==> config.mk <==
export PLATFORM = sky130hd
export DESIGN_NAME = rtc_bus_sequencer_flat
export DESIGN_NICKNAME = d
export VERILOG_FILES = /design/src/rtl/rtc_bus_sequencer_pkg.sv /design/src/rtl/rtc_bus_sequencer_if.sv /design/src/rtl/rtc_bus_sequencer_phase_timer.sv /design/src/rtl/rtc_bus_sequencer.sv /design/src/flat_wrapper.sv
export SDC_FILE = /design/constraint.sdc
export NUM_CORES = 1
export LEC_CHECK = 0
export BUFFER_PORTS_ARGS = -buffer_cell sky130_fd_sc_hd__buf_4
export CAP_MARGIN = 20
export CELL_PAD_IN_SITES_DETAIL_PLACEMENT = 1
export CELL_PAD_IN_SITES_GLOBAL_PLACEMENT = 1
export CORE_UTILIZATION = 30
export DETAILED_ROUTE_END_ITERATION = 7
export GPL_ROUTABILITY_DRIVEN = 0
export GPL_TIMING_DRIVEN = 0
export PLACE_DENSITY = 0.76
export SETUP_SLACK_MARGIN = 0.5
export SYNTH_ARGS = -nofsm -noshare
export SYNTH_HDL_FRONTEND = slang
export SYNTH_HIERARCHICAL = 1
export SYNTH_SLANG_ARGS = --single-unit
==> constraint.sdc <==
create_clock -name clk -period 1.8 [get_ports clk]
set_input_delay 0.27 -clock clk [delete_from_list [all_inputs] [get_ports clk]]
set_output_delay 0.27 -clock clk [all_outputs]
set_load 0.03 [all_outputs]
==> src/rtl/rtc_bus_sequencer_pkg.sv <==
// Shared definitions for the RTC multiplexed-bus sequencer: state encoding,
// default phase length and the RTC register map used by the control side.
package rtc_bus_sequencer_pkg;

    localparam int RTC_PHASE_CYC_DEF = 10;
    localparam int RTC_BUS_W         = 8;

    localparam logic [RTC_BUS_W-1:0] RTC_ADDR_SEC   = 8'h21;
    localparam logic [RTC_BUS_W-1:0] RTC_ADDR_MIN   = 8'h22;
    localparam logic [RTC_BUS_W-1:0] RTC_ADDR_HOUR  = 8'h23;
    localparam logic [RTC_BUS_W-1:0] RTC_ADDR_DAY   = 8'h24;
    localparam logic [RTC_BUS_W-1:0] RTC_ADDR_MONTH = 8'h25;
    localparam logic [RTC_BUS_W-1:0] RTC_ADDR_YEAR  = 8'h26;
    localparam logic [RTC_BUS_W-1:0] RTC_ADDR_CTRL  = 8'h27;

    typedef enum logic [2:0] {
        ST_IDLE        = 3'd0,
        ST_ADDR_SETUP  = 3'd1,
        ST_ADDR_STROBE = 3'd2,
        ST_ADDR_HOLD   = 3'd3,
        ST_DATA_SETUP  = 3'd4,
        ST_DATA_STROBE = 3'd5,
        ST_DATA_HOLD   = 3'd6,
        ST_DONE        = 3'd7
    } seq_state_e;

    // Successor of a timed bus phase; IDLE and DONE are handled by the FSM itself.
    function automatic seq_state_e next_phase(input seq_state_e s);
        case (s)
            ST_ADDR_SETUP:  return ST_ADDR_STROBE;
            ST_ADDR_STROBE: return ST_ADDR_HOLD;
            ST_ADDR_HOLD:   return ST_DATA_SETUP;
            ST_DATA_SETUP:  return ST_DATA_STROBE;
            ST_DATA_STROBE: return ST_DATA_HOLD;
            ST_DATA_HOLD:   return ST_DONE;
            default:        return ST_IDLE;
        endcase
    endfunction

    function automatic logic is_timed(input seq_state_e s);
        return (s != ST_IDLE) && (s != ST_DONE);
    endfunction

endpackage

==> src/rtl/rtc_bus_sequencer_if.sv <==
// Control-side request/response and RTC pad signals of the bus sequencer.
// slave = sequencer view, master = controller/pad view.
interface rtc_bus_sequencer_if #(
    parameter int ADDR_W = 8,
    parameter int DATA_W = 8
);
    logic              req;
    logic              rw;
    logic [ADDR_W-1:0] addr;
    logic [DATA_W-1:0] wdata;
    logic              busy;
    logic              done;
    logic [DATA_W-1:0] rdata;
    logic              cs_n;
    logic              a_d;
    logic              wr_n;
    logic              rd_n;
    logic [DATA_W-1:0] ad_out;
    logic              ad_oe;
    logic [DATA_W-1:0] ad_in;

    modport slave (
        input  req, rw, addr, wdata, ad_in,
        output busy, done, rdata, cs_n, a_d, wr_n, rd_n, ad_out, ad_oe
    );

    modport master (
        output req, rw, addr, wdata, ad_in,
        input  busy, done, rdata, cs_n, a_d, wr_n, rd_n, ad_out, ad_oe
    );
endinterface

==> src/rtl/rtc_bus_sequencer_phase_timer.sv <==
// Phase timer: restarts at 0 on start, expire high on the last cycle of a phase.
// Counter saturates at the last count so it idles quietly between transactions.
module rtc_bus_sequencer_phase_timer #(
    parameter int PHASE_CYC = 10
) (
    input  logic clk,
    input  logic reset,
    input  logic start,
    output logic expire
);
    localparam int               CNT_W = $clog2(PHASE_CYC + 1);
    localparam logic [CNT_W-1:0] LAST  = CNT_W'(PHASE_CYC - 1);

    logic [CNT_W-1:0] cnt_q;
    logic [CNT_W-1:0] cnt_d;

    always_comb begin
        cnt_d = cnt_q;
        if (start) begin
            cnt_d = '0;
        end else if (cnt_q != LAST) begin
            cnt_d = cnt_q + 1'b1;
        end
    end

    always_ff @(posedge clk) begin
        if (!reset) begin
            cnt_q <= '0;
        end else begin
            cnt_q <= cnt_d;
        end
    end

    assign expire = (cnt_q == LAST);

endmodule

==> src/rtl/rtc_bus_sequencer.sv <==
// Runs one read/write cycle on the RTC muxed AD bus per accepted req; 6*PHASE_CYC+1 cycles to done.
// No backpressure queue: req is only sampled in IDLE, requests while busy are dropped.
module rtc_bus_sequencer
    import rtc_bus_sequencer_pkg::*;
#(
    parameter int PHASE_CYC = RTC_PHASE_CYC_DEF,
    parameter int ADDR_W    = RTC_BUS_W,
    parameter int DATA_W    = RTC_BUS_W
) (
    input  logic                clk,
    input  logic                reset,
    rtc_bus_sequencer_if.slave  bus
);
    seq_state_e        state_q, state_d;
    logic              rw_q, rw_d;
    logic [ADDR_W-1:0] addr_q, addr_d;
    logic [DATA_W-1:0] wdata_q, wdata_d;
    logic [DATA_W-1:0] rdata_q, rdata_d;
    logic              busy_q, busy_d;
    logic              done_q, done_d;
    logic              cs_n_q, cs_n_d;
    logic              a_d_q, a_d_d;
    logic              wr_n_q, wr_n_d;
    logic              rd_n_q, rd_n_d;
    logic [DATA_W-1:0] ad_out_q, ad_out_d;
    logic              ad_oe_q, ad_oe_d;
    logic              phase_start;
    logic              phase_expire;

    rtc_bus_sequencer_phase_timer #(.PHASE_CYC(PHASE_CYC)) u_phase_timer (
        .clk    (clk),
        .reset  (reset),
        .start  (phase_start),
        .expire (phase_expire)
    );

    assign phase_start = (state_d != state_q);

    always_comb begin
        state_d = state_q;
        rw_d    = rw_q;
        addr_d  = addr_q;
        wdata_d = wdata_q;
        rdata_d = rdata_q;

        case (state_q)
            ST_IDLE: begin
                if (bus.req) begin
                    state_d = ST_ADDR_SETUP;
                    rw_d    = bus.rw;
                    addr_d  = bus.addr;
                    wdata_d = bus.wdata;
                end
            end
            ST_DONE: state_d = ST_IDLE;
            default: begin
                if (phase_expire) begin
                    state_d = next_phase(state_q);
                end
            end
        endcase

        if ((state_q == ST_DATA_STROBE) && phase_expire && rw_q) begin
            rdata_d = bus.ad_in;
        end

        // Pins are decoded from the state being entered so the registered outputs line up with it.
        busy_d   = is_timed(state_d);
        done_d   = (state_d == ST_DONE);
        cs_n_d   = 1'b1;
        a_d_d    = 1'b1;
        wr_n_d   = 1'b1;
        rd_n_d   = 1'b1;
        ad_oe_d  = 1'b0;
        ad_out_d = '0;

        case (state_d)
            ST_ADDR_SETUP, ST_ADDR_STROBE, ST_ADDR_HOLD: begin
                cs_n_d   = 1'b0;
                a_d_d    = 1'b0;
                ad_oe_d  = 1'b1;
                ad_out_d = DATA_W'(addr_d);
                if (state_d == ST_ADDR_STROBE) begin
                    wr_n_d = 1'b0;
                end
            end
            ST_DATA_SETUP, ST_DATA_STROBE, ST_DATA_HOLD: begin
                cs_n_d = 1'b0;
                if (!rw_d) begin
                    ad_oe_d  = 1'b1;
                    ad_out_d = wdata_d;
                end
                if (state_d == ST_DATA_STROBE) begin
                    if (rw_d) begin
                        rd_n_d = 1'b0;
                    end else begin
                        wr_n_d = 1'b0;
                    end
                end
            end
            default: ;
        endcase
    end

    always_ff @(posedge clk) begin
        if (!reset) begin
            state_q  <= ST_IDLE;
            rw_q     <= 1'b0;
            addr_q   <= '0;
            wdata_q  <= '0;
            rdata_q  <= '0;
            busy_q   <= 1'b0;
            done_q   <= 1'b0;
            cs_n_q   <= 1'b1;
            a_d_q    <= 1'b1;
            wr_n_q   <= 1'b1;
            rd_n_q   <= 1'b1;
            ad_out_q <= '0;
            ad_oe_q  <= 1'b0;
        end else begin
            state_q  <= state_d;
            rw_q     <= rw_d;
            addr_q   <= addr_d;
            wdata_q  <= wdata_d;
            rdata_q  <= rdata_d;
            busy_q   <= busy_d;
            done_q   <= done_d;
            cs_n_q   <= cs_n_d;
            a_d_q    <= a_d_d;
            wr_n_q   <= wr_n_d;
            rd_n_q   <= rd_n_d;
            ad_out_q <= ad_out_d;
            ad_oe_q  <= ad_oe_d;
        end
    end

    assign bus.busy   = busy_q;
    assign bus.done   = done_q;
    assign bus.rdata  = rdata_q;
    assign bus.cs_n   = cs_n_q;
    assign bus.a_d    = a_d_q;
    assign bus.wr_n   = wr_n_q;
    assign bus.rd_n   = rd_n_q;
    assign bus.ad_out = ad_out_q;
    assign bus.ad_oe  = ad_oe_q;

endmodule

==> src/flat_wrapper.sv <==
// flat-port wrapper written by rule: the top's interface ports become plain ports
module rtc_bus_sequencer_flat import rtc_bus_sequencer_pkg::*;
#(
    parameter int PHASE_CYC = RTC_PHASE_CYC_DEF,
    parameter int ADDR_W    = RTC_BUS_W,
    parameter int DATA_W    = RTC_BUS_W
)
  (clk, reset, bus_req, bus_rw, bus_addr, bus_wdata, bus_ad_in, bus_busy, bus_done, bus_rdata, bus_cs_n, bus_a_d, bus_wr_n, bus_rd_n, bus_ad_out, bus_ad_oe);
  rtc_bus_sequencer_if #(.ADDR_W(ADDR_W), .DATA_W(DATA_W)) bus_i ();
  input  logic clk;
  input  logic reset;
  input wire logic [$bits(bus_i.req)-1:0] bus_req;
  input wire logic [$bits(bus_i.rw)-1:0] bus_rw;
  input wire logic [$bits(bus_i.addr)-1:0] bus_addr;
  input wire logic [$bits(bus_i.wdata)-1:0] bus_wdata;
  input wire logic [$bits(bus_i.ad_in)-1:0] bus_ad_in;
  output wire logic [$bits(bus_i.busy)-1:0] bus_busy;
  output wire logic [$bits(bus_i.done)-1:0] bus_done;
  output wire logic [$bits(bus_i.rdata)-1:0] bus_rdata;
  output wire logic [$bits(bus_i.cs_n)-1:0] bus_cs_n;
  output wire logic [$bits(bus_i.a_d)-1:0] bus_a_d;
  output wire logic [$bits(bus_i.wr_n)-1:0] bus_wr_n;
  output wire logic [$bits(bus_i.rd_n)-1:0] bus_rd_n;
  output wire logic [$bits(bus_i.ad_out)-1:0] bus_ad_out;
  output wire logic [$bits(bus_i.ad_oe)-1:0] bus_ad_oe;
  assign bus_i.req = bus_req;
  assign bus_i.rw = bus_rw;
  assign bus_i.addr = bus_addr;
  assign bus_i.wdata = bus_wdata;
  assign bus_i.ad_in = bus_ad_in;
  assign bus_busy = bus_i.busy;
  assign bus_done = bus_i.done;
  assign bus_rdata = bus_i.rdata;
  assign bus_cs_n = bus_i.cs_n;
  assign bus_a_d = bus_i.a_d;
  assign bus_wr_n = bus_i.wr_n;
  assign bus_rd_n = bus_i.rd_n;
  assign bus_ad_out = bus_i.ad_out;
  assign bus_ad_oe = bus_i.ad_oe;
  rtc_bus_sequencer #(.PHASE_CYC(PHASE_CYC), .ADDR_W(ADDR_W), .DATA_W(DATA_W)) u_core (.clk(clk), .reset(reset), .bus(bus_i));
endmodule
==> results of run 1 <==
## worst reg2reg max path, stage by stage (launching register included)
cell and delay, ns:
dfxtp_4 0.37, inv_2 0.06, ha_4 0.12, nand3b_1 0.12, inv_2 0.13, buf_8 0.13
nand4b_1 0.16, a21bo_4 0.30, nand2_8 0.10, o32ai_4 0.27
## state kept, by name, indices dropped and copies added (netlist names), 3 cells and up
signal                      flops
u_core/bus.rdata                8
u_core/bus.ad_out               8
u_core/wdata_q                  8
u_core/addr_q                   8
u_core/u_phase_timer/cnt_q      4
u_core/state_q                  3
## layout make-up
| type | count | area, um2 |
|---|---|---|
| Multi-Input combinational cell | 112 | 1220 |
| Clock buffer | 6 | 82.6 |
| Buffer | 10 | 83.8 |
| Inverter | 7 | 26.3 |
| Timing Repair Buffer | 78 | 698 |
| Clock inverter | 2 | 13.8 |
| Fill cell | 598 | 2440 |
| Sequential cell | 47 | 952 |
| Tap cell | 72 | 90.1 |
## layer usage
metal  part of all wire [%]  up-vias
met2                     54       61
met4                    3.4        0
met3                    4.5       17
li1                       -      790
met5                      0        -
met1                     38      815
## final timing paths
check,to,slack [ns]
min reg2reg,u_core/bus.rdata[7]$_SDFFE_PN0P_,0.52
max reg2reg,u_core/bus.ad_out[4]$_SDFF_PN0_,-0.06
max,u_core/bus.ad_out[4]$_SDFF_PN0_,-0.06
min,u_core/bus.rdata[4]$_SDFFE_PN0P_,0.19
## logic make-up after synthesis
family | Yosys count
AO/OA/AOI/OAI | 24
XOR/XNOR | 2
adder cells (fa/ha/maj) | 2
buffers and inverters | 17
flip-flops | 47
multiplexers | 27
AND/OR/NAND/NOR | 56
## what timing repair did
action                                  4_1_cts  5_1_grt
cloned                                        2        0
setup buffers                                22        5
pin swaps                                    11        6
endpoints found under the hold margin         0        0
endpoints found under the setup margin       46       47
gates resized for setup                      67       26
## stage by stage
stage | util (%) | TNS (ns)
finish | 56.4 | -0.223
global route | 56.4 | -0.756
CTS | 52.9 | 0
detailed placement | 41.3 | -0.206
global placement | 41.3 | 0
floorplan | - | 0
## layout by cell type (no fill, tap or decap), types with 2 or more instances in the layout
master	count
buf_4	61
dfxtp_1	42
nor2_1	28
mux2i_4	17
buf_6	12
mux2i_1	9
buf_12	7
clkbuf_8	6
inv_1	5
nand3b_1	4
nand2_1	4
nand2_4	3
nor3_1	3
o21ai_1	3
o32ai_4	3
dfxtp_2	3
buf_2	2
o21ai_0	2
o21ai_2	2
xnor2_1	2
o22ai_2	2
clkbuf_1	2
a21oi_2	2
a21oi_1	2
o32ai_2	2
inv_2	2
or3b_1	2
dfxtp_4	2
## report_power, final
part           switching (W)  internal, W  total, W
clock network       0.000386     0.000315  0.000701
registers          0.0000362      0.00108   0.00112
logic               0.000220     0.000241  0.000461
==> out/results.tsv, run 1 <==
stage	metric	value	unit
logic_synthesis	synthesized instance count	175	
global_route	first-pass GRT wire length	9270	um
logic_synthesis	Post-Synth Simple-Gate Area	16.2	%
sta	max_slew headroom	51.8	%
sta	setup repair after global routing missed its margin	true	
clocking	H-tree levels	2	
clocking	root buf cell	clkbuf_8	
clocking	CTS Buf Count	5	
detailed_routing	drt drc	0	
global_route	GRT Total Usage	20.3	%
global_route	met3 track demand over resource	5.52	%
logic_synthesis	multiplexer area fraction after synthesis	15.2	%
logic_synthesis	number of synthesized flops with an enable pin	0	
cells_and_area	Final Non-Filler Cells	334	
clocking	clock insertion delay at the later pin of the skew report	0.32	ns
sta	final hold violation count	0	
detailed_routing	wire length per cell	19.6	um
sta	Final setup viols	6	
pwr	total power	0.00228	W
logic_synthesis	Yosys cell types	33	
global_route	initial antenna violation count	0	
pwr	P_leak	1.23	nW
critical_path	R2R depth	9	
critical_path	CP cell instances	inv_2 -> ha_4 -> nand3b_1 -> inv_2 -> buf_8 -> nand4b_1 -> a21bo_4 -> nand2_8 -> o32ai_4	
floorplan	Die Wd	78.9	um
logic_synthesis	largest cells by area after synthesis	dfxtp_1 53%, mux2i_1 15%, nor2_1 5.9%	
logic_synthesis	Yosys reg bits	47	
min_path	worst hold path type	input pin to flop	
logic_synthesis	Synth Area in Compound Gates	9.16	%
global_route	grt ovf	0	
sta	post-route setup slack	-0.0572	ns
detailed_routing	Pre-Repair DR Iteration Count	4	
floorplan	Rows	27	
detailed_routing	1st-iter DRT viols	77	
logic_synthesis	Yosys top cell by area	dfxtp_1	
global_route	GR Layer Usage met1	24.4	%
detailed_routing	via count	1683	
logic_synthesis	largest family of logic cells by synthesized area	simple AND/OR/NAND/NOR gates	
logic_synthesis	Synth top area share	53.0	%
critical_path	reg2reg start	u_core/u_phase_timer/cnt_q[1]$_SDFFE_PP0P_	
detailed_routing	antenna-violating nets left	0	
critical_path	CP Buf/Inv Count	3	
logic_synthesis	YS warnings	6	
clocking	Reg clk slew, reported paths	0.09	ns
sta	hold slack	0.192	ns
clocking	cts hold-fix bufs	0	
floorplan	total core area	5610	um2
critical_path	Slowest cell on crit path	dfxtp_4	
sta	Setup Skew	0.0101	ns
cells_and_area	fin nets	291	
critical_path	crit path launch	u_core/u_phase_timer/cnt_q[1]$_SDFFE_PP0P_	
cells_and_area	final instance area	3160	um2
logic_synthesis	Post-synth top flop	dfxtp_1	
detailed_routing	vias per inst	5.04	
logic_synthesis	Mean Syn Cell Area	10.1	um2
placement	placed inst area	2310	um2
critical_path	WP depth	9	
sta	actual slew at the worst max-slew pin	0.723	ns
sta	ratio of final minimum period to clock period	103	%
floorplan	Die Footprint	6230	um2
critical_path	Crit. End Element	flop	
floorplan	# IOs	51	
global_route	met2 track demand over resource	33.8	%
clocking	TritonCTS clock tree	built	
cells_and_area	ANT cells	0	
global_route	largest net degree at the start of global routing	16	
floorplan	chip height	78.9	um
global_route	global routing's busiest layer	met2	
logic_synthesis	mapped cell area	1780	um2
sta	Tmin final	1.86	ns
flow_run	maxcap violations	0	
critical_path	Top cell by count, worst path	inv_2	
cells_and_area	fraction of layout cells with a size suffix above 1	55.0	%
global_route	vias in the first global route	1699	
critical_path	Crit Path Class	flop to flop	
placement	dpl cells	297	
pwr	worst vdd ir	0.544	mV
logic_synthesis	Synth async-reset ratio	0	%
critical_path	Worst path top cell family by delay	compound AO/OA/AOI/OAI gates	
placement	I/O Buffers	50	
min_path	HP Start	bus_ad_in[4]	
clocking	CTS max path bufs	2	
status	status	finished, violations left	
status	failing checks	negative setup slack	
critical_path	Largest stage delay, worst path	0.37	ns
placement	Detail Placement HPWL	3050	um
logic_synthesis	Post-synth top cells	47 x dfxtp_1, 28 x nor2_1, 27 x mux2i_1	
sta	Achievable Freq	538	MHz
sta	Max Transition Viols Final	0	
placement	DP Worst Slack	-0.0786	ns
logic_synthesis	syn_nets	205	
min_path	hold path cells	3	
cells_and_area	Area growth syn-to-layout	78.2	%
pwr	PwrDens	721	nW/um2
logic_synthesis	Post-Synth XOR/XNOR Area	0.987	%
logic_synthesis	post-synthesis adder-cell area fraction	1.41	%
floorplan	Starting Density	31.7	%
critical_path	Worst Path Required	2.04	ns
critical_path	Crit Path Max Fanout	5	
critical_path	Worst setup SP type	flop	
logic_synthesis	post-synthesis sequential area ratio	53.0	%
clocking	clk sink count	47	
logic_synthesis	top-count cell post-synth	dfxtp_1	
detailed_routing	final WL	6560	um
critical_path	Worst Path Arrival	2.09	ns
Note: power is estimated with default switching activity, not from simulation.
==> run 2, diff against run 1 <==
PLACE_DENSITY = 0.74   (was 0.76)
clock period = 2.4 ns   (was 1.8 ns; I/O delays follow)
==> run 2 against run 1 <==
The run now ends clean. Count of clock-buffer cells in the layout did not move. Non-clock buffer count fell by 21. Register-to-register slack gained 0.67 ns. Sequential power down 26%. Design area fell by 20%. Worst setup slack improved by 0.67 ns. Clock skew fell by 0.0044 ns. Combinational power fell by 56%. First-iteration DRC count fell by 23%. Utilization fell by 11 points. Global-route usage down 5.8 points.
==> out/results.tsv, run 2 (same netlist as run 1, synthesis figures left out) <==
stage	metric	value	unit	change
sta	ratio of final minimum period to clock period	74.4	%	was 103%
floorplan	Die Wd	78.9	um	unchanged
detailed_routing	via count	1502		was 1683
global_route	GRT Total Usage	14.4	%	was 20.3%
placement	Detail Placement HPWL	3040	um	was 3050 um
flow_run	maxcap violations	0		unchanged
clocking	clock insertion delay at the later pin of the skew report	0.30	ns	was 0.32 ns
detailed_routing	wire length per cell	14.2	um	was 19.6 um
sta	final hold violation count	0		unchanged
floorplan	total core area	5610	um2	unchanged
placement	dpl cells	297		unchanged
critical_path	Crit. End Element	flop		unchanged
clocking	root buf cell	clkbuf_8		unchanged
pwr	P_leak	1.04	nW	was 1.23 nW
global_route	vias in the first global route	1507		was 1699
cells_and_area	most frequent cells in the layout	58 x buf_4, 45 x dfxtp_1, 28 x nor2_1		was 61 x buf_4, 42 x dfxtp_1, 28 x nor2_1
detailed_routing	Pre-Repair DR Iteration Count	3		was 4
cells_and_area	ANT cells	0		unchanged
min_path	worst hold path type	input pin to flop		unchanged
pwr	PwrDens	652	nW/um2	was 721 nW/um2
sta	hold slack	0.288	ns	was 0.192 ns
pwr	total power	0.00164	W	was 0.00228 W
floorplan	Starting Density	31.7	%	unchanged
detailed_routing	vias per inst	4.81		was 5.04
detailed_routing	drt drc	0		unchanged
cells_and_area	Register Area	943	um2	was 952 um2
status	status	finished clean		was finished, violations left
sta	Max Transition Viols Final	0		unchanged
sta	Final setup viols	0		was 6
sta	Setup Skew	0.00572	ns	was 0.0101 ns
floorplan	# IOs	51		unchanged
sta	actual slew at the worst max-slew pin	0.525	ns	was 0.723 ns
critical_path	Crit Path Max Fanout	6		was 5
critical_path	Crit Path Class	flop to flop		unchanged
clocking	TritonCTS clock tree	built		unchanged
detailed_routing	1st-iter DRT viols	59		was 77
cells_and_area	FILL cells	659		was 598
clocking	clk sink count	47		unchanged
global_route	largest net degree at the start of global routing	16		unchanged
cells_and_area	fin nets	269		was 291
sta	max_slew headroom	65.0	%	was 51.8%
detailed_routing	antenna-violating nets left	0		unchanged
cells_and_area	multi-input logic area	843	um2	was 1220 um2
sta	setup repair after global routing missed its margin	false		was true
critical_path	Worst setup SP type	flop		unchanged
pwr	worst vdd ir	0.340	mV	was 0.544 mV
clocking	Reg clk slew, reported paths	0.09	ns	about the same
cells_and_area	Final Non-Filler Cells	312		was 334
sta	Tmin final	1.79	ns	was 1.86 ns
critical_path	Worst Path Arrival	2.00	ns	was 2.09 ns
floorplan	Rows	27		unchanged
placement	I/O Buffers	50		unchanged
floorplan	Die Footprint	6230	um2	unchanged
global_route	initial antenna violation count	0		unchanged
global_route	first-pass GRT wire length	6870	um	was 9270 um
clocking	CTS max path bufs	2		unchanged
floorplan	chip height	78.9	um	unchanged
global_route	grt ovf	0		unchanged
sta	Setup TNS	0	ns	was -0.223 ns
critical_path	Worst Path Required	2.61	ns	was 2.04 ns
cells_and_area	Area growth syn-to-layout	42.1	%	was 78.2%
detailed_routing	final WL	4440	um	was 6560 um
cells_and_area	commonest non-fill, non-tap cell in the layout	buf_4		unchanged
clocking	H-tree levels	2		unchanged
clocking	CTS Buf Count	5		unchanged
cells_and_area	fraction of layout cells with a size suffix above 1	36.7	%	was 55.0%
sta	Achievable Freq	560	MHz	was 538 MHz
## run 2: cell types whose count changed in the layout (fill, tap and decap cells not counted), sizes merged
cell    delta
clkinv     -1
nand2      -1
buf       -22
bufinv     +1
clkbuf     +1
## run 2: timing repair
action / 4_1_cts / 5_1_grt
cloned: 0 / 0
setup buffers: 0 / 7
endpoints found under the hold margin: 0 / 0
pin swaps: 0 / 3
setup endpoints to repair: 23 / 23
hold buffers: 0 / 0
resized for setup: 10 / 17
## run 2: per-stage QoR
step                      util [%]  worst slack [ns]  instance area [um2]
after floorplan                  -             0.625                 1780
after global placement        40.0             0.306                 2240
after detailed placement      40.0             0.246                 2240
after CTS                     42.7             0.482                 2400
after global routing          45.0             0.482                 2520
final                         45.0             0.614                 2520
## run 2: area by class of cell
type,count,share of cell area (%)
Clock buffer,6,3.27
Inverter,7,1.04
Sequential cell,47,37.4
Multi-Input combinational cell,111,33.4
Buffer,10,2.33
Tap cell,72,3.57
Timing Repair Buffer,57,17.5
Clock inverter,2,1.54
## run 2: per-layer routing
layer | vias to the layer above | wire length (um) | track usage (%)
li1 | 746 | - | -
met1 | 719 | 1860 | 16.9
met2 | 32 | 2320 | 24.8
met3 | 5 | 211 | 4.94
met4 | 0 | 45 | 4.36
met5 | - | 0 | 0
## run 2: power breakdown
| part | switching [W] | internal [W] | total, W |
|---|---|---|---|
| Sequential | 0.0000145 | 0.000813 | 0.000828 |
| Clock | 0.000272 | 0.000343 | 0.000615 |
| Combinational | 0.000106 | 0.0000952 | 0.000202 |
| Total | 0.000393 | 0.00125 | 0.00164 |
## run 2: critical path, stage by stage (launching register included)
cell and delay, ns:
dfxtp_2 0.35, inv_1 0.06, ha_2 0.16, nand3b_1 0.11
inv_2 0.11, buf_6 0.13, nand4b_1 0.13, a21bo_4 0.23
nand2_2 0.12, o32ai_2 0.29
## run 2: worst paths after layout
| path | from | cells past startpoint | slack (ns) | endpoint |
|---|---|---|---|---|
| setup / recovery | u_core/u_phase_timer/cnt_q[1]$_SDFFE_PP0P_ | 9 | 0.61 | u_core/bus.ad_out[5]$_SDFF_PN0_ |
| hold reg to reg | u_core/bus.rdata[6]$_SDFFE_PN0P_ | 2 | 0.50 | u_core/bus.rdata[6]$_SDFFE_PN0P_ |
| hold / removal | bus_ad_in[6] | 3 | 0.29 | u_core/bus.rdata[6]$_SDFFE_PN0P_ |
| setup reg to reg | u_core/u_phase_timer/cnt_q[1]$_SDFFE_PP0P_ | 9 | 0.61 | u_core/bus.ad_out[5]$_SDFF_PN0_ |
==> run 3, diff against run 2 <==
ABC_AREA = 1   (was unset)
PLACE_DENSITY = 0.78   (was 0.74)
clock period = 1.6 ns   (was 2.4 ns; I/O delays follow)
==> run 3 against run 2 <==
The run now ends with negative setup slack left. Design area up 39%. Synthesized cell count up 51%. Combinational power rose to 3.2 times the previous value. First-iteration DRC count up 14%. Clock skew up 0.0028 ns. Area after synthesis up 13%.
==> out/results.tsv, run 3 <==
stage	metric	value	unit	change
status	status	finished, violations left		was finished clean
status	failing checks	negative setup slack		
clocking	root buf cell	clkbuf_8		unchanged
logic_synthesis	mapped cell area	2010	um2	was 1780 um2
pwr	Seq pwr share	45.4	%	was 50.3%
critical_path	Worst path top cell family by delay	simple AND/OR/NAND/NOR gates		was compound AO/OA/AOI/OAI gates
detailed_routing	antenna-violating nets left	0		unchanged
critical_path	Crit Path Class	flop to flop		unchanged
cells_and_area	Area growth syn-to-layout	74.7	%	was 42.1%
detailed_routing	wire length per cell	17.0	um	was 14.2 um
placement	dpl cells	392		was 297
cells_and_area	fraction of layout cells with a size suffix above 1	58.2	%	was 36.7%
cells_and_area	commonest non-fill, non-tap cell in the layout	buf_4		unchanged
sta	Achievable Freq	536	MHz	was 560 MHz
floorplan	total core area	6390	um2	was 5610 um2
global_route	first-pass GRT wire length	10500	um	was 6870 um
sta	Max Transition Viols Final	0		unchanged
detailed_routing	via count	2177		was 1502
critical_path	Slowest cell on crit path	dfxtp_2		unchanged
floorplan	chip height	83.8	um	was 78.9 um
sta	Tmin final	1.86	ns	was 1.79 ns
global_route	vias in the first global route	2208		was 1507
pwr	P_leak	1.56	nW	was 1.04 nW
logic_synthesis	post-synthesis sequential area ratio	46.9	%	was 53.0%
clocking	Reg clk slew, reported paths	0.09	ns	about the same
logic_synthesis	largest cells by area after synthesis	dfxtp_1 47%, nor2_1 9.5%, nand3_1 6.5%		was dfxtp_1 53%, mux2i_1 15%, nor2_1 5.9%
sta	ratio of final minimum period to clock period	117	%	was 74.4%
placement	Detail Placement HPWL	3930	um	was 3040 um
floorplan	Die Wd	83.8	um	was 78.9 um
floorplan	Rows	29		was 27
clocking	H-tree levels	2		unchanged
global_route	GRT Total Usage	18.8	%	was 14.4%
cells_and_area	final core utilization	54.9	%	was 45.0%
logic_synthesis	Synth async-reset ratio	0	%	unchanged
pwr	NetSw	0.000766	W	was 0.000393 W
pwr	Pint	0.00200	W	was 0.00125 W
critical_path	Worst Path Arrival	2.08	ns	was 2.00 ns
global_route	largest net degree at the start of global routing	14		was 16
critical_path	Top cell by count, worst path	nand2_4		
clocking	CTS max path bufs	2		unchanged
detailed_routing	1st-iter DRT viols	67		was 59
pwr	combinational power share	23.5	%	was 12.3%
sta	setup repair after global routing missed its margin	true		was false
sta	Setup Skew	0.00848	ns	was 0.00572 ns
cells_and_area	most frequent cells in the layout	67 x buf_4, 44 x nor2_1, 41 x dfxtp_1		was 58 x buf_4, 45 x dfxtp_1, 28 x nor2_1
floorplan	Starting Density	31.4	%	was 31.7%
critical_path	Crit Path Max Fanout	5		was 6
logic_synthesis	synthesized instance count	265		was 175
logic_synthesis	top-count cell post-synth	nor2_1		was dfxtp_1
floorplan	Die Footprint	7020	um2	was 6230 um2
logic_synthesis	Yosys top cell by area	dfxtp_1		unchanged
sta	post-route setup slack	-0.264	ns	was 0.614 ns
critical_path	CP cell instances	inv_2 -> ha_4 -> nand2_4 -> nor2_4 -> inv_2 -> buf_4 -> buf_6 -> nand2_8 -> nand2_4 -> nand2_4 -> buf_6 -> nand3_1 -> a21oi_1		was inv_1 -> ha_2 -> nand3b_1 -> inv_2 -> buf_6 -> nand4b_1 -> a21bo_4 -> nand2_2 -> o32ai_2
min_path	worst hold path type	input pin to flop		unchanged
critical_path	Largest stage delay, worst path	0.33	ns	was 0.35 ns
clocking	TritonCTS clock tree	built		unchanged
cells_and_area	fin nets	389		was 269
sta	Final setup viols	29		was 0
cells_and_area	FILL cells	744		was 659
pwr	Clock power frac	31.1	%	was 37.4%
placement	I/O Buffers	50		unchanged
cells_and_area	Final Non-Filler Cells	436		was 312
logic_synthesis	Post-synth top flop	dfxtp_1		unchanged
floorplan	# IOs	51		unchanged
clocking	cts hold-fix bufs	0		unchanged
detailed_routing	drt drc	0		unchanged
detailed_routing	final WL	7410	um	was 4440 um
logic_synthesis	syn_nets	295		was 205
detailed_routing	Pre-Repair DR Iteration Count	4		was 3
critical_path	Worst setup SP type	flop		unchanged
critical_path	Worst Path Required	1.82	ns	was 2.61 ns
sta	actual slew at the worst max-slew pin	0.733	ns	was 0.525 ns
cells_and_area	ANT cells	0		unchanged
detailed_routing	vias per inst	4.99		was 4.81
global_route	grt ovf	0		unchanged
clocking	CTS Buf Count	5		unchanged
sta	final hold violation count	0		unchanged
pwr	worst vdd ir	0.572	mV	was 0.340 mV
sta	max_slew headroom	51.2	%	was 65.0%
pwr	sw frac	27.7	%	was 23.9%
logic_synthesis	Yosys reg bits	47		unchanged
global_route	initial antenna violation count	0		unchanged
logic_synthesis	number of synthesized flops with an enable pin	0		unchanged
critical_path	Crit. End Element	flop		unchanged
clocking	clk sink count	47		unchanged
flow_run	maxcap violations	0		unchanged
pwr	PwrDens	788	nW/um2	was 652 nW/um2
critical_path	CP Buf/Inv Count	5		was 3
logic_synthesis	Mean Syn Cell Area	7.57	um2	was 10.1 um2
logic_synthesis	Post-synth top cells	51 x nor2_1, 47 x dfxtp_1, 28 x nand2_1		was 47 x dfxtp_1, 28 x nor2_1, 27 x mux2i_1
sta	hold slack	0.147	ns	was 0.288 ns
clocking	clock insertion delay at the later pin of the skew report	0.30	ns	about the same
logic_synthesis	Yosys cell types	27		was 33
logic_synthesis	YS warnings	6		unchanged
logic_synthesis	Synth top area share	46.9	%	was 53.0%
run 3: path summary, 6_finish.rpt:
check                           cells past startpoint  slack, ns                                       start                          endpoint
worst max register to register                     13      -0.26  u_core/u_phase_timer/cnt_q[1]$_SDFFE_PP0P_   u_core/bus.ad_out[2]$_SDFF_PN0_
worst min register to register                      2       0.51            u_core/bus.rdata[7]$_SDFFE_PN0P_  u_core/bus.rdata[7]$_SDFFE_PN0P_
worst max-delay path                               13      -0.26  u_core/u_phase_timer/cnt_q[1]$_SDFFE_PP0P_   u_core/bus.ad_out[2]$_SDFF_PN0_
worst min-delay path                                3       0.15                                bus_ad_in[4]  u_core/bus.rdata[4]$_SDFFE_PN0P_
run 3: cells by family after synthesis:
logic type / count (synthesis) / share of synthesized area [%]
flip-flops: 47 / 46.9
buffers and inverters: 39 / 9.35
AO/OA/AOI/OAI: 39 / 10.2
adder cells (fa/ha/maj): 2 / 1.25
AND/OR/NAND/NOR: 138 / 32.3
run 3: routing by layer:
| layer | global-route usage [%] | routed length (um) | up-vias |
|---|---|---|---|
| met5 | 0 | 0 | - |
| met4 | 7.40 | 229 | 0 |
| met3 | 4.55 | 283 | 20 |
| met2 | 32.0 | 3800 | 55 |
| met1 | 22.7 | 3100 | 1067 |
| li1 | - | - | 1035 |
run 3: worst reg2reg max path: cells and delay by family, from the launching register on:
family | cells | cell delay (ns)
AND/OR/NAND/NOR | 6 | 0.59
flip-flops | 1 | 0.33
adder cells (fa/ha/maj) | 1 | 0.14
buffers and inverters | 5 | 0.53
AO/OA/AOI/OAI | 1 | 0.20
run 3: per-stage QoR:
step                TNS (ns)  instance area, um2  setup slack, ns  power [W]
finish                 -4.48                3510           -0.264    0.00276
global route           -6.58                3510           -0.327    0.00289
CTS                   -0.918                3120          -0.0958    0.00265
detailed placement     -3.99                2620           -0.269    0.00170
global placement       -2.55                2620           -0.203    0.00168
floorplan                  0                2140           0.0445    0.00155
run 3: timing repair:
action / in CTS / in global routing
cloned: 5 / 1
pin swaps: 14 / 27
endpoints found under the setup margin: 47 / 48
resized for setup: 44 / 76
setup buffers: 22 / 9
run 3: layout make-up:
type                       instances  area (um2)  area share [%]
tap                               77        96.3            2.75
clock inverter                     1        30.0           0.857
clock buffer                       6        72.6            2.07
sequential                        47         956            27.3
inverter                          27         128            3.64
buffer                            12         123            3.50
multi-input combinational        179        1320            37.5
timing repair buffer              87         786            22.4
run 3: power groups by stage:
stage / registers (W) / clock network (W) / logic (W)
final: 0.00125 / 0.000860 / 0.000649
after global routing: 0.00126 / 0.000938 / 0.000689
after CTS: 0.00125 / 0.000868 / 0.000530
after detailed placement: 0.00128 / 0 / 0.000417
after global placement: 0.00128 / 0 / 0.000404
after floorplan: 0.00131 / 0 / 0.000241
